## src/rtl/coms_update_scheduler_if.sv

```systemverilog
// Signal bundle between the register block / UART link side (master) and the
// update scheduler (slave).
interface coms_update_scheduler_if #(
  parameter int NUMBER_OF_MOTORS = 6
);
  logic [NUMBER_OF_MOTORS-1:0] mode_req;
  logic [NUMBER_OF_MOTORS-1:0] sp_req;
  logic [31:0]                 sp_period_cycles;
  logic                        link_busy;
  logic                        trigger_control_mode_update;
  logic                        trigger_setpoint_update;
  logic [7:0]                  motor_to_update;
  logic [NUMBER_OF_MOTORS-1:0] pending_mode;
  logic [NUMBER_OF_MOTORS-1:0] pending_sp;
  logic [15:0]                 merged_count;
  logic [15:0]                 timeout_count;

  // Grant handshake: a trigger_* pulse is a one-cycle grant with no ready
  // signal. The link acknowledges by raising link_busy and finishes the frame
  // by dropping it; only then may the next grant be issued.
  modport master (
    output mode_req, sp_req, sp_period_cycles, link_busy,
    input  trigger_control_mode_update, trigger_setpoint_update, motor_to_update,
    input  pending_mode, pending_sp, merged_count, timeout_count
  );

  modport slave (
    input  mode_req, sp_req, sp_period_cycles, link_busy,
    output trigger_control_mode_update, trigger_setpoint_update, motor_to_update,
    output pending_mode, pending_sp, merged_count, timeout_count
  );
endinterface

```

## src/rtl/coms_update_scheduler.sv

```systemverilog
// Serialises per-motor mode/setpoint updates onto the shared UART link.
// Optional acknowledge timeout with retry is enabled by defining SCHED_TIMEOUT_EN.
module coms_update_scheduler #(
  parameter int NUMBER_OF_MOTORS   = 6,
  parameter int ACK_TIMEOUT_CYCLES = 4800
) (
  input  logic                   clk,
  input  logic                   reset,
  coms_update_scheduler_if.slave bus,
  output logic [1:0]             state_o
);
  localparam int         N         = NUMBER_OF_MOTORS;
  localparam logic [1:0] IDLE      = 2'd0;
  localparam logic [1:0] ISSUE     = 2'd1;
  localparam logic [1:0] WAIT_BUSY = 2'd2;
  localparam logic [1:0] WAIT_DONE = 2'd3;
  localparam logic [7:0] LAST_IDX  = 8'(N - 1);

  logic [1:0]  state_q, state_d;
  logic [N-1:0] pend_mode_q, pend_mode_d;
  logic [N-1:0] pend_sp_q, pend_sp_d;
  logic [7:0]  ptr_mode_q, ptr_mode_d;
  logic [7:0]  ptr_sp_q, ptr_sp_d;
  logic [7:0]  motor_q, motor_d;
  logic        trig_mode_q, trig_mode_d;
  logic        trig_sp_q, trig_sp_d;
  logic [15:0] merged_q, merged_d;
  logic [31:0] sweep_q, sweep_d;
  logic        sweep_fire;

  logic         pick_mode;
  logic         grant_found;
  logic [N-1:0] cls_vec;
  logic [N-1:0] rot_vec;
  logic [N-1:0] grant_oh;
  logic [7:0]   cls_ptr;
  logic [7:0]   grant_idx;
  int           sum_v;

`ifdef SCHED_TIMEOUT_EN
  localparam logic [31:0] TMO_LAST = 32'(ACK_TIMEOUT_CYCLES - 1);
  logic [31:0]  timer_q, timer_d;
  logic [15:0]  tmo_q, tmo_d;
  logic         gnt_mode_q, gnt_mode_d;
  logic [N-1:0] gnt_oh_q, gnt_oh_d;
  logic         retry;
`endif

  // Rotate the class vector so the pointer sits at bit 0; the lowest set bit
  // of the rotated vector is the circular first-at-or-after match.
  always_comb begin
    pick_mode   = |pend_mode_q;
    cls_vec     = pick_mode ? pend_mode_q : pend_sp_q;
    cls_ptr     = pick_mode ? ptr_mode_q : ptr_sp_q;
    rot_vec     = NUMBER_OF_MOTORS'({cls_vec, cls_vec} >> cls_ptr);
    grant_found = 1'b0;
    sum_v       = 0;
    for (int k = N - 1; k >= 0; k--) begin
      if (rot_vec[k]) begin
        grant_found = 1'b1;
        sum_v       = int'(cls_ptr) + k;
      end
    end
    if (sum_v >= N) sum_v = sum_v - N;
    grant_idx   = 8'(sum_v);
    grant_oh    = '0;
    grant_oh[0] = 1'b1;
    grant_oh    = grant_oh << grant_idx;
  end

  always_comb begin
    state_d     = state_q;
    pend_mode_d = pend_mode_q;
    pend_sp_d   = pend_sp_q;
    ptr_mode_d  = ptr_mode_q;
    ptr_sp_d    = ptr_sp_q;
    motor_d     = motor_q;
    trig_mode_d = 1'b0;
    trig_sp_d   = 1'b0;
    merged_d    = merged_q;
    sweep_d     = sweep_q;
    sweep_fire  = 1'b0;
`ifdef SCHED_TIMEOUT_EN
    timer_d     = timer_q;
    tmo_d       = tmo_q;
    gnt_mode_d  = gnt_mode_q;
    gnt_oh_d    = gnt_oh_q;
    retry       = 1'b0;
`endif

    if (bus.sp_period_cycles == 32'd0) begin
      sweep_d = '0;
    end else if (sweep_q >= bus.sp_period_cycles - 32'd1) begin
      sweep_fire = 1'b1;
      sweep_d    = '0;
    end else begin
      sweep_d = sweep_q + 32'd1;
    end

    if ((((bus.mode_req & pend_mode_q) != '0) || ((bus.sp_req & pend_sp_q) != '0))
        && (merged_q != 16'hFFFF)) begin
      merged_d = merged_q + 16'd1;
    end

    case (state_q)
      IDLE: begin
        if (grant_found) begin
          state_d = ISSUE;
          motor_d = grant_idx;
          if (pick_mode) begin
            trig_mode_d = 1'b1;
            pend_mode_d = pend_mode_q & ~grant_oh;
            ptr_mode_d  = (grant_idx == LAST_IDX) ? 8'd0 : grant_idx + 8'd1;
          end else begin
            trig_sp_d = 1'b1;
            pend_sp_d = pend_sp_q & ~grant_oh;
            ptr_sp_d  = (grant_idx == LAST_IDX) ? 8'd0 : grant_idx + 8'd1;
          end
`ifdef SCHED_TIMEOUT_EN
          timer_d    = '0;
          gnt_mode_d = pick_mode;
          gnt_oh_d   = grant_oh;
`endif
        end
      end
      ISSUE: begin
        state_d = WAIT_BUSY;
`ifdef SCHED_TIMEOUT_EN
        timer_d = timer_q + 32'd1;
`endif
      end
      WAIT_BUSY: begin
        if (bus.link_busy) begin
          state_d = WAIT_DONE;
        end
`ifdef SCHED_TIMEOUT_EN
        else if (timer_q >= TMO_LAST) begin
          state_d = IDLE;
          retry   = 1'b1;
          if (tmo_q != 16'hFFFF) tmo_d = tmo_q + 16'd1;
        end else begin
          timer_d = timer_q + 32'd1;
        end
`endif
      end
      WAIT_DONE: begin
        if (!bus.link_busy) state_d = IDLE;
      end
      default: state_d = IDLE;
    endcase

    // New requests and the sweep are applied after the grant clear so they win.
    pend_mode_d = pend_mode_d | bus.mode_req;
    pend_sp_d   = pend_sp_d | bus.sp_req | {N{sweep_fire}};
`ifdef SCHED_TIMEOUT_EN
    if (retry) begin
      if (gnt_mode_q) pend_mode_d = pend_mode_d | gnt_oh_q;
      else            pend_sp_d   = pend_sp_d | gnt_oh_q;
    end
`endif
  end

  always_ff @(posedge clk) begin
    if (reset) begin
      state_q     <= IDLE;
      pend_mode_q <= '0;
      pend_sp_q   <= '0;
      ptr_mode_q  <= '0;
      ptr_sp_q    <= '0;
      motor_q     <= '0;
      trig_mode_q <= 1'b0;
      trig_sp_q   <= 1'b0;
      merged_q    <= '0;
      sweep_q     <= '0;
`ifdef SCHED_TIMEOUT_EN
      timer_q     <= '0;
      tmo_q       <= '0;
      gnt_mode_q  <= 1'b0;
      gnt_oh_q    <= '0;
`endif
    end else begin
      state_q     <= state_d;
      pend_mode_q <= pend_mode_d;
      pend_sp_q   <= pend_sp_d;
      ptr_mode_q  <= ptr_mode_d;
      ptr_sp_q    <= ptr_sp_d;
      motor_q     <= motor_d;
      trig_mode_q <= trig_mode_d;
      trig_sp_q   <= trig_sp_d;
      merged_q    <= merged_d;
      sweep_q     <= sweep_d;
`ifdef SCHED_TIMEOUT_EN
      timer_q     <= timer_d;
      tmo_q       <= tmo_d;
      gnt_mode_q  <= gnt_mode_d;
      gnt_oh_q    <= gnt_oh_d;
`endif
    end
  end

  assign bus.trigger_control_mode_update = trig_mode_q;
  assign bus.trigger_setpoint_update     = trig_sp_q;
  assign bus.motor_to_update             = motor_q;
  assign bus.pending_mode                = pend_mode_q;
  assign bus.pending_sp                  = pend_sp_q;
  assign bus.merged_count                = merged_q;
`ifdef SCHED_TIMEOUT_EN
  assign bus.timeout_count               = tmo_q;
`else
  assign bus.timeout_count               = '0;
`endif
  assign state_o                         = state_q;

endmodule

```

## src/flat_wrapper.sv

```systemverilog
// flat-port wrapper written by rule: the top's interface ports become plain ports
module coms_update_scheduler_flat 
#(
  parameter int NUMBER_OF_MOTORS   = 6,
  parameter int ACK_TIMEOUT_CYCLES = 4800
)
  (clk, reset, state_o, bus_mode_req, bus_sp_req, bus_sp_period_cycles, bus_link_busy, bus_trigger_control_mode_update, bus_trigger_setpoint_update, bus_motor_to_update, bus_pending_mode, bus_pending_sp, bus_merged_count, bus_timeout_count);
  coms_update_scheduler_if #(.NUMBER_OF_MOTORS(NUMBER_OF_MOTORS)) bus_i ();
  input  logic clk;
  input  logic reset;
  output logic [1:0] state_o;
  input wire logic [$bits(bus_i.mode_req)-1:0] bus_mode_req;
  input wire logic [$bits(bus_i.sp_req)-1:0] bus_sp_req;
  input wire logic [$bits(bus_i.sp_period_cycles)-1:0] bus_sp_period_cycles;
  input wire logic [$bits(bus_i.link_busy)-1:0] bus_link_busy;
  output wire logic [$bits(bus_i.trigger_control_mode_update)-1:0] bus_trigger_control_mode_update;
  output wire logic [$bits(bus_i.trigger_setpoint_update)-1:0] bus_trigger_setpoint_update;
  output wire logic [$bits(bus_i.motor_to_update)-1:0] bus_motor_to_update;
  output wire logic [$bits(bus_i.pending_mode)-1:0] bus_pending_mode;
  output wire logic [$bits(bus_i.pending_sp)-1:0] bus_pending_sp;
  output wire logic [$bits(bus_i.merged_count)-1:0] bus_merged_count;
  output wire logic [$bits(bus_i.timeout_count)-1:0] bus_timeout_count;
  assign bus_i.mode_req = bus_mode_req;
  assign bus_i.sp_req = bus_sp_req;
  assign bus_i.sp_period_cycles = bus_sp_period_cycles;
  assign bus_i.link_busy = bus_link_busy;
  assign bus_trigger_control_mode_update = bus_i.trigger_control_mode_update;
  assign bus_trigger_setpoint_update = bus_i.trigger_setpoint_update;
  assign bus_motor_to_update = bus_i.motor_to_update;
  assign bus_pending_mode = bus_i.pending_mode;
  assign bus_pending_sp = bus_i.pending_sp;
  assign bus_merged_count = bus_i.merged_count;
  assign bus_timeout_count = bus_i.timeout_count;
  coms_update_scheduler #(.NUMBER_OF_MOTORS(NUMBER_OF_MOTORS), .ACK_TIMEOUT_CYCLES(ACK_TIMEOUT_CYCLES)) u_core (.clk(clk), .reset(reset), .bus(bus_i), .state_o(state_o));
endmodule
```

## config.mk

```make
export PLATFORM = sky130hd
export DESIGN_NAME = coms_update_scheduler_flat
export DESIGN_NICKNAME = d
export VERILOG_FILES = /design/src/rtl/coms_update_scheduler_if.sv /design/src/rtl/coms_update_scheduler.sv /design/src/flat_wrapper.sv
export SDC_FILE = /design/constraint.sdc
export NUM_CORES = 1
export LEC_CHECK = 0
export CAP_MARGIN = 25
export CORE_MARGIN = 5
export CORE_UTILIZATION = 26
export CTS_CLUSTER_DIAMETER = 80
export DETAILED_ROUTE_END_ITERATION = 8
export GPL_ROUTABILITY_DRIVEN = 0
export PLACE_DENSITY = 0.52
export SETUP_SLACK_MARGIN = 0.02
export SYNTH_ARGS = -nofsm -noshare
export SYNTH_HDL_FRONTEND = slang
export SYNTH_SLANG_ARGS = --single-unit
```

## constraint.sdc

```tcl
create_clock -name clk -period 6.8 [get_ports clk]
set_input_delay 1.36 -clock clk [delete_from_list [all_inputs] [get_ports clk]]
set_output_delay 1.36 -clock clk [all_outputs]
set_load 0.02 [all_outputs]
```

# Yosys cells after proc, flatten, opt, wreduce, memory -nomap -nowiden
# Index checks and enable logic that the tools add are counted.
[word_totals] input_bits=47 reg_bits=88 out_inout_bits=56
[classes] bitwise_logic=11 shift=2 n_reduce_logical=13 mux=30 n_lt_le_gt_ge=2 eq_ne=8 n_addsub=10
[op_table] op="$mux 32" count=6
[op_table] op="$mux 6" count=7
[op_table] op="$add 32x1->32 const B" count=1
[op_table] op="$ge 32x32->1" count=1
[op_table] op="$ge 32x4->1 const B" count=1
[op_table] op="$logic_not 32->1" count=1
[op_table] op="$sub 32x1->32 const B" count=1
[op_table] op="$and 6x6->6" count=4
[op_table] op="$mux 8" count=3
[op_table] op="$add 8x2->9 const B" count=2
[op_table] op="$add 8x3->9 const B" count=2
[op_table] op="$or 6x6->6" count=3
[op_table] op="$add 16x1->16 const B" count=1
[op_table] op="$ne 16x16->1 const B" count=1
[op_table] op="$reduce_bool 6->1" count=2
[op_table] op="$shr 12x8->6" count=1
[op_table] op="$mux 1" count=10
[op_table] op="$add 8x1->9 const B" count=1
[op_table] op="$reduce_and 3->1" count=3
[op_table] op="$add 8x1->8 const B" count=1
[op_table] op="$eq 8x3->1 const B" count=1
[op_table] op="$pmux 2 s4" count=1
[op_table] op="$shl 1x8->6 const A" count=1
[op_table] op="$sub 8x4->8 const B" count=1
[op_table] op="other kinds (13)" count=20

# Logic depth before layout (Yosys ltp)
# Gate-level depths: netlist of the first run.
[logic_depth] word_depth=19 ltp_mapped=22 depth_no_buf=22

# Worst setup path after synthesis of the first run
# OpenSTA, ideal clock, no wires.
[synth_timing] path_type="input -> register" startpoint="input bus_sp_period_cycles[3]" endpoint="register u_core.sweep_q[10]" setup_ns=0.065 t_required_ns=6.735 n_path_buf=1 arrival_ns=5.738 stages=22 setup_slack_ns=0.997 cell_sequence="or3_1 nor3_1 nand2b_1 or4_1 or2_2 or3_1 or3_1 nor2_1 xnor2_1 ha_1 a21o_1 a21o_1 a21o_1 a21oi_1 nor2b_1 o21ai_0 nand2b_1 a21o_1 a21oi_1 nand2_1 clkbuf_1 nor2_1"
[synth_via] elab_chain_cells=3 elab_cells_between_ends=4
[synth_lines] item="start: declaration" line_no="flat_wrapper.sv:14" source="input wire logic [$bits(bus_i.sp_period_cycles)-1:0] bus_sp_period_cycles;"
[synth_lines] item="$sub 32x1->32" line_no="coms_update_scheduler.sv:93" source="end else if (sweep_q >= bus.sp_period_cycles - 32'd1) begin"
[synth_lines] item="$ge 32x32->1" line_no="coms_update_scheduler.sv:93"
[synth_lines] item="$reduce_or 3->1 (no line) (*)"
[synth_lines] item="end signal: assignment" line_no="coms_update_scheduler.sv:191" source="sweep_q <= sweep_d;"
[synth_lines] item="end: declaration" line_no="coms_update_scheduler.sv:28" source="logic [31:0] sweep_q, sweep_d;"
# Mark *: on every way between the ends. The rest lies on a longest branch, timed or not.
# A chain may end at the register's enable or synchronous reset.

# Worst setup path after layout of the first run
[layout_timing] startpoint="input bus_sp_period_cycles[3]" endpoint="register u_core.sweep_q[5]"
# Same word-level chain as after synthesis.

==> results.txt, run 1 <==
The cell with the largest stage delay on the worst path is or4_1. The placement row count is 58. The clock period minus worst slack came out at 6.300 ns. The cell repeated most along the worst path is a21o_1. The via count of the first global-routing pass came out at 6,046.

The library cell with the highest instance count after synthesis is nor2_1. The total via count in the routed design is between 6k and 7k. The peak clock frequency supported by timing is 158.7 MHz. The tightest slew margin relative to the limit came out at 0.3622. The synthesis-to-layout area growth came out at 21.91%.

At the pin with the least slew margin, the transition time is around 0.94 ns. For this run, the number of Yosys warnings is 0. The final count of hold timing violations came out at 0.

The number of fillers in the final layout came out at around 2.8k. The data required time at the worst endpoint came out at 7.08 ns. The mean cell area of the mapped netlist is 7.963 sq um.

The final-report max-slew violation count came out at 0. The worst vdd rail ir drop is roughly 0.2 mV. The number of DRC violations after detailed-routing iteration 0 is around 370. Walking the worst path, the cells encountered are clkdlybuf4s50_1 > or3_1 > nor3_1 > nand2b_1 > or4_1 > or2_2 > or3_1 > or3_1 > nor2_1 > xnor2_1 > ha_1 > a21o_1 > a21o_1 > a21o_1 > a21oi_1 > nor2b_1 > o21ai_0 > nand2b_1 > a21o_1 > a21oi_1 > nand2_1 > buf_4 > nor2_1. The floorplan step defined a core boundary enclosing around 25,000 sq um. The number of unique standard cell types used by synthesis came out at 74. The count of nets left with antenna violations once routing finished came out at 0.

The buffer cell driving the clock tree root is clkbuf_16. The min-delay analysis places its worst path in the category reg2reg. The total standard cell area after synthesis came out at ~6700 sq um. The commonest cells after synthesis are 114 x nor2_1, 88 x dfxtp_1, 49 x ha_1, 47 x a21oi_1, 44 x nand2_1.

For the final database, setup skew stands at between 0.008 and 0.009 ns. The count of cells along the worst hold path is 2. The most critical setup path has its startpoint at bus_sp_period_cycles[3]. The first-pass GRT wire length came out at 32.20 mm. The clock tree synthesis step divided the H-tree into 3 levels. The critical path launch point type is a primary input.

In the final layout, flip-flops and latches occupy ~1800 sq um. In this run, post-CTS repair resized a total of 0 instances. The area enclosed by the die boundary came out at 29,100 sq um. The leakage component of the power is 3.148 nW. Grouping stages by cell kind, the critical path spends the most delay in simple AND/OR/NAND/NOR gates.

The aggregate global-route resource usage is 0.1352. The chip width came out at between 150 and 200 microns. The total setup violations reported at the end of the flow is 0.

The reg2reg setup slack is 1.41 ns. The area share of the leading cell type in the synthesized netlist is 0.2627. Once the clock tree was built, the setup fixing pass inserted 0 buffers. dfxtp_1 takes more of the synthesized area than any other cell.

The number of flops mapped to enable cells by yosys came out at 0. The height of the chip is ~170 microns. The sum of negative setup slack came out at 0 ns.

The number of vias per cell after detailed routing came out at between 5 and 6. The number of remaining DRC errors came out at 0. Sorting the synthesized cells by area gives the leading types as dfxtp_1 26%, ha_1 9.1%, nor2_1 6.4%. The share of the clock period used by the worst path came out at 0.9264. The routed design has a little under 20 mm of wire. The clock tree from TritonCTS is built. Setup repair after global routing left no endpoint under its margin. The total number of nets in the final design came out at about 1k.

Measured in cells, the most critical reg-to-reg path has a length of 19. The initial utilization of the core area, before any placement, comes to 0.2655. The startpoint of the tightest hold check path is u_core.bus.motor_to_update[4]$_SDFFE_PP0P_. The critical path is of the in2reg type. The largest single stage delay on the critical path is 0.50 ns.

The number of clock sinks is 88. The arrival time reported for the critical path endpoint is ~6.6 ns. The maximum fanout count along the critical path is 31.

The number of placed instances, taps included is ~1.2k. The post-CTS clock slew at the launch and capture registers of the worst setup and hold paths came out at approximately 0.070 ns. For this run, the leading register cell type out of synthesis is dfxtp_1. The area of the multi-input gates came out at 4641 sq um.

The ratio of cells with drive above 1 in the final layout is 0.06298. The HPWL after detailed placement is between 15 and 20 mm. The worst flop-to-flop path startpoint is u_core.bus.pending_mode[5]$_SDFF_PP0_. Once layout is complete, the utilization of the core stands at 0.3237. The endpoint identified for the worst register-to-register timing path is u_core.ptr_sp_q[2]$_SDFFE_PP0P_.

The count of max-cap constraint violations came out at 0. Of all flip-flops after synthesis, the portion carrying an async set or reset was 0. The routed length per instance is around 16 microns. The synthesis-stage register bit count came out at 88.

The top-level port count is roughly 100. The diode insertion count for antenna repair is 0. The initial antenna violation count came out at 0. Entering global routing, the biggest net connects 66 pins.

Of the synthesized area, sequential elements account for 0.2627. Counting every instance in the synthesized netlist gives between 800 and 900. The maximum clock insertion buffer count is 2.

The worst hold path terminates at u_core.bus.motor_to_update[4]$_SDFFE_PP0P_. Summed over all layers, the global routing overflow is 0. The run finished with clean final reports. The count of placed standard cells in the final layout, fillers left out came out at 1,251. The post-cts hold buffer count is 0. For this design the ratio of total power to cell area is about 410 nW/um^2. The total of buffers placed on input and output ports is 86. STA classifies the critical path endpoint as a register. At the later pin of the worst-skew pair, clock insertion delay measures between 0.3 and 0.4 ns. Counting both buffers and inverters, the worst setup path holds a total of 2. The number of iterations in the first detailed-routing pass came out at 5. The number of CTS-inserted buffers is 9.
[worst max path at each step]
stage / cells after the start / to
after floorplan: 22 / u_core.sweep_q[10]$_SDFF_PP0_
after CTS: 23 / u_core.sweep_q[15]$_SDFF_PP0_
after detailed placement: 23 / u_core.sweep_q[18]$_SDFF_PP0_
after global placement: 23 / u_core.sweep_q[15]$_SDFF_PP0_
after global routing: 23 / u_core.sweep_q[10]$_SDFF_PP0_
final: 23 / u_core.sweep_q[5]$_SDFF_PP0_
[sequential cells by signal, summed over array words and instances, names as in the netlist]
signal	flops
u_core.state_o	2
u_core.bus.trigger_setpoint_update	1
u_core.bus.motor_to_update	8
u_core.bus.pending_sp	6
u_core.ptr_mode_q	8
u_core.sweep_q	32
u_core.bus.trigger_control_mode_update	1
u_core.ptr_sp_q	8
u_core.bus.merged_count	16
u_core.bus.pending_mode	6
[worst min-delay path: cells and delay by family (launching register included)]
family | cells | cell delay, ns
DFF | 1 | 0.31
and+or+nand+nor | 1 | 0.05
AOI/OAI and AO/OA | 1 | 0.05
[routing by layer]
metal,GRT usage,vias to the layer above,part of all wire
met3,0.02449,15,0.053
li1,-,3171,-
met5,0,-,0
met1,0.1987,2949,0.50
met4,0.03194,0,0.011
met2,0.2053,140,0.43
[power by group]
| group | switching (W) | total (W) | internal [W] |
|---|---|---|---|
| sequential | 0.000126 | 0.000710 | 0.000584 |
| clock | 0.000218 | 0.000580 | 0.000362 |
| combinational | 0.00129 | 0.00209 | 0.000800 |
| total | 0.00163 | 0.00338 | 0.00175 |
[stage by stage]
stage | total power [W] | worst slack, ns | instance area, sq um | hold slack, ns
floorplan | 0.002189 | 0.9969 | 6761 | 0.4512
global placement | 0.002799 | 0.2470 | 7829 | 0.4502
global route | 0.003653 | 0.06468 | 8174 | 0.4894
CTS | 0.003393 | 0.5201 | 8174 | 0.4601
finish | 0.003376 | 0.5002 | 8174 | 0.4570
detailed placement | 0.002798 | 0.1679 | 7829 | 0.4494
[logic make-up after synthesis]
group	after synthesis	synth area share
xor gates and xnor gates	76	0.09927
other	1	0.0005593
and+or+nand+nor	350	0.2668
AOI/OAI and AO/OA	179	0.1769
muxes	24	0.04870
buffers and inverters	75	0.05355
DFF	88	0.2627
adders and majority gates	49	0.09144
[layout by cell type, fill, tap and decap left out, types with 38 or more instances in the layout]
cell / synthesis / final
xor2_1: 38 / 38
nand2_1: 44 / 44
dfxtp_1: 88 / 88
ha_1: 49 / 49
clkdlybuf4s50_1: 0 / 85
a21oi_1: 47 / 47
xnor2_1: 38 / 38
nand3_1: 40 / 40
nor2_1: 114 / 114
[final cells by class]
cell class | instances | area share
multi-input cells | 694 | 0.5677
clock inverters | 6 | 0.01424
flip-flops and latches | 88 | 0.2155
clock buffers | 10 | 0.02801
well taps | 330 | 0.05051
repair buffers | 91 | 0.1093
inverters | 32 | 0.01469
Power figures use the tool's default switching activity.
==> run 2, diff against run 1 <==
Settings changed: CORE_MARGIN 5 to default.
==> run 2 against run 1 <==
  * Combinational power about the same
  * Count of clock-buffer cells in the layout rose by 1
  * Total power shrank 1.3%
  * Maximum frequency grew 0.29%
  * Cell area decreased by 0.38%
  * Via count hardly changed
  * Critical path type unchanged
  * Critical endpoint is now u_core.sweep_q[9]$_SDFF_PP0_
==> results.txt, run 2 (synthesized netlist as in run 1, its figures left out) <==
TritonCTS built the clock tree. The maximum clock insertion buffer count came out at 2. The diode insertion count for antenna repair came out at 0. The critical path launch point type is a primary input.

Setup violations remaining at the end of the flow were counted as 0. Buffers inserted during clock tree synthesis total 9. The via count of the first global-routing pass is about 6k.

The clock tree synthesis step divided the H-tree into 3 levels. The insertion delay to the later sink of the worst-skew pair is roughly 0.35 ns. The core region is 25,250 sq um.

The largest net degree at the start of global routing came out at 66. The total of cells resized after clock tree synthesis came out at 0. The flip-flop count of the largest register, all copies and words added came out at 32. The remaining antenna violation count is 0.

The share of the clock period used by the worst path is 0.9238. The routed length per instance came out at about 15 microns. Setup repair after global routing left no endpoint under its margin. The number of vias per cell after detailed routing is ~5.0.

For the final database, setup skew stands at roughly 0.0088 ns. The post-cts hold buffer count came out at 0. Of the total power, the clock network draws 0.160. Among all stages on the critical path, the largest delay is contributed by or4_1. During placement, the flow inserted port buffers numbering 86. The detailed router finished its first iteration with roughly 360 violations. Of all nets on the critical path, the largest fanout is 31. The critical path in this run is classified as in2reg.

The chip width is roughly 160 microns. The placement row count came out at between 50 and 60. The clock period minus worst slack is 6.282 ns.

The slew of the pin with the lowest slew margin is 0.9474 ns. The path class of the tightest hold or removal check is reg2reg. The top-level port count is 103. The share of total power dissipated in combinational logic is 0.627.

Traced cell by cell, the critical path runs through clkdlybuf4s50_1 > or3_1 > nor3_1 > nand2b_1 > or4_1 > or2_2 > or3_1 > or3_1 > nor2_1 > xnor2_1 > ha_1 > a21o_1 > a21o_1 > a21o_1 > a21oi_1 > nor2b_1 > o21ai_0 > nand2b_1 > a21o_1 > a21oi_1 > nand2_1 > buf_4 > nor2_1. The aggregate global-route resource usage is 0.1466. The first-pass GRT wire length came out at 30.97 mm. The run finished with clean final reports. The final routed wirelength across all metal layers came out at 19.04 mm. The library cell used most frequently in the layout, excluding fill and tap cells, is nor2_1.

The net switching share of the total power is 0.4876. Once placement completed, the tool counted placed cells totaling around 1.2k. The total via count in the routed design is ~6.3k. The buffer cell driving the clock tree root is clkbuf_16.

The total global routing overflow came out at 0. The least setup slack across all paths after layout is about 0.52 ns. The floorplan step defined a die boundary enclosing between 20,000 and 30,000 sq um. Hold is met by 0.4558 ns.

The number of remaining DRC errors came out at 0. Timing analysis after detailed placement gives a worst setup slack of between 0.15 and 0.2 ns. Detailed placement ended at an HPWL of between 10 and 15 mm.

The utilization after layout came out at 0.3224. The total power per unit cell area is between 400 and 500 nW/um^2. Max-cap violations in this run came to 0. The tightest slew margin relative to the limit came out at 0.3604. The sum of negative setup slack is 0 ns.

The initial antenna violation count came out at 0. The peak clock frequency supported by timing came out at 159.2 MHz. The count of placed standard cells in the final layout, fillers left out is between 1k and 1.5k. The leakage component of the power is between 3 and 4 nW. The worst setup path is captured at a register. u_core.sweep_q holds more flip-flops than any other register.

The number of clock sinks is 88. The cell repeated most along the worst path is a21o_1. In the layout the commonest cells are 114 x nor2_1, 88 x dfxtp_1, 85 x clkdlybuf4s50_1. The synthesis-to-layout area growth is 21.44%. The kind of cell with the highest combined delay along the critical path is simple AND/OR/NAND/NOR gates. Of the cells placed in the final design, the portion with a size suffix greater than 1 is 0.06189. The total number of nets in the final design came out at just over 1k. For this run, the detailed router's first-pass iteration total came to 5. The number of fillers in the final layout is approximately 2.7k.

Across the VDD grid, the largest voltage drop is ~0.22 mV. The final-report max-slew violation count came to 0. The final count of hold timing violations came out at 0. The design internal power is approximately 0.0017 W. The starting density of the core is 0.2655.

After clock tree synthesis, the clock-pin slew on the worst setup and hold paths is 0.06 ns. The post-CTS setup buffer count is 0. The proportion of power drawn by flip-flops and latches is 0.213. The count of buffer and inverter cells on the critical path is 2. The height of the chip is ~160 microns.

The net load switching power is approximately 0.0016 W. STA puts the critical path data required time at 7.08 ns. For this run, the slowest stage of the critical path takes about 0.5 ns. The arrival time reported for the critical path endpoint is between 6 and 7 ns.
[run 2: changes by cell type in the layout (fill, tap and decap cells not counted), sizes merged]
| cell | delta |
|---|---|
| inv | -1 |
| bufinv | -1 |
| clkbuf | +1 |
| clkinvlp | +1 |
[run 2: path summary, 6_finish.rpt]
check,start,endpoint,slack (ns),depth (start not counted)
max,bus_sp_period_cycles[3],u_core.sweep_q[9]$_SDFF_PP0_,0.52,23
min,u_core.bus.motor_to_update[4]$_SDFFE_PP0P_,u_core.bus.motor_to_update[4]$_SDFFE_PP0P_,0.46,2
max reg2reg,u_core.bus.pending_mode[5]$_SDFF_PP0_,u_core.ptr_mode_q[2]$_SDFFE_PP0P_,1.47,19
min reg2reg,u_core.bus.motor_to_update[4]$_SDFFE_PP0P_,u_core.bus.motor_to_update[4]$_SDFFE_PP0P_,0.46,2
[run 2: metal layers]
layer  routed length, microns  GRT usage  up-vias  part of all wire
met1                     9614     0.2124     2947              0.50
met4                      194    0.04078        0             0.010
met2                     8159     0.2176      153              0.43
met3                     1071    0.02928       11             0.056
met5                        0          0        -                 0
li1                         -          -     3167                 -
[run 2: worst register-to-register path, cell delays in order, from the launching register on]
cell and delay (ns):
dfxtp_1 0.49, nor2_1 0.53, nand2_2 0.32, a21oi_1 0.62, inv_1 0.22, ha_1 0.31
a21oi_1 0.14, mux2_2 0.18, a21oi_1 0.09, o41ai_1 0.59, nand3_2 0.27, nor3_1 0.32
a21o_1 0.15, inv_1 0.06, ha_1 0.19, nand2_1 0.06, a211oi_1 0.07, o21bai_2 0.31
inv_2 0.07, o32ai_1 0.27
[run 2: power by group through the flow]
| stage | Sequential (W) | Combinational (W) | Clock [W] |
|---|---|---|---|
| finish | 0.000710 | 0.00209 | 0.000534 |
| global route | 0.000727 | 0.00231 | 0.000573 |
| CTS | 0.000709 | 0.00208 | 0.000550 |
| detailed placement | 0.000721 | 0.00207 | 0 |
| global placement | 0.000721 | 0.00208 | 0 |
| floorplan | 0.000703 | 0.00149 | 0 |
[run 2: layout make-up]
cell class / count / area [sq um] / share of cell area
sequential: 88 / 1762 / 0.2163
inverter: 32 / 120.1 / 0.01475
timing repair buffer: 91 / 893.4 / 0.1097
clock inverter: 5 / 81.33 / 0.009988
clock buffer: 11 / 232.7 / 0.02858
tap: 330 / 412.9 / 0.05071
multi-input combinational: 694 / 4641 / 0.5699
[run 2: metrics by stage]
stage	area [sq um]	power (W)
final	8143	0.003333
after global routing	8143	0.003612
after CTS	8143	0.003340
after detailed placement	7829	0.002790
after global placement	7829	0.002800
after floorplan	6761	0.002189
==> run 3, diff against run 2 <==
Settings changed: CAP_MARGIN 25 to 15.
==> results of run 3 <==
No change in the layout: final DEF, timing and power equal those of run 2.
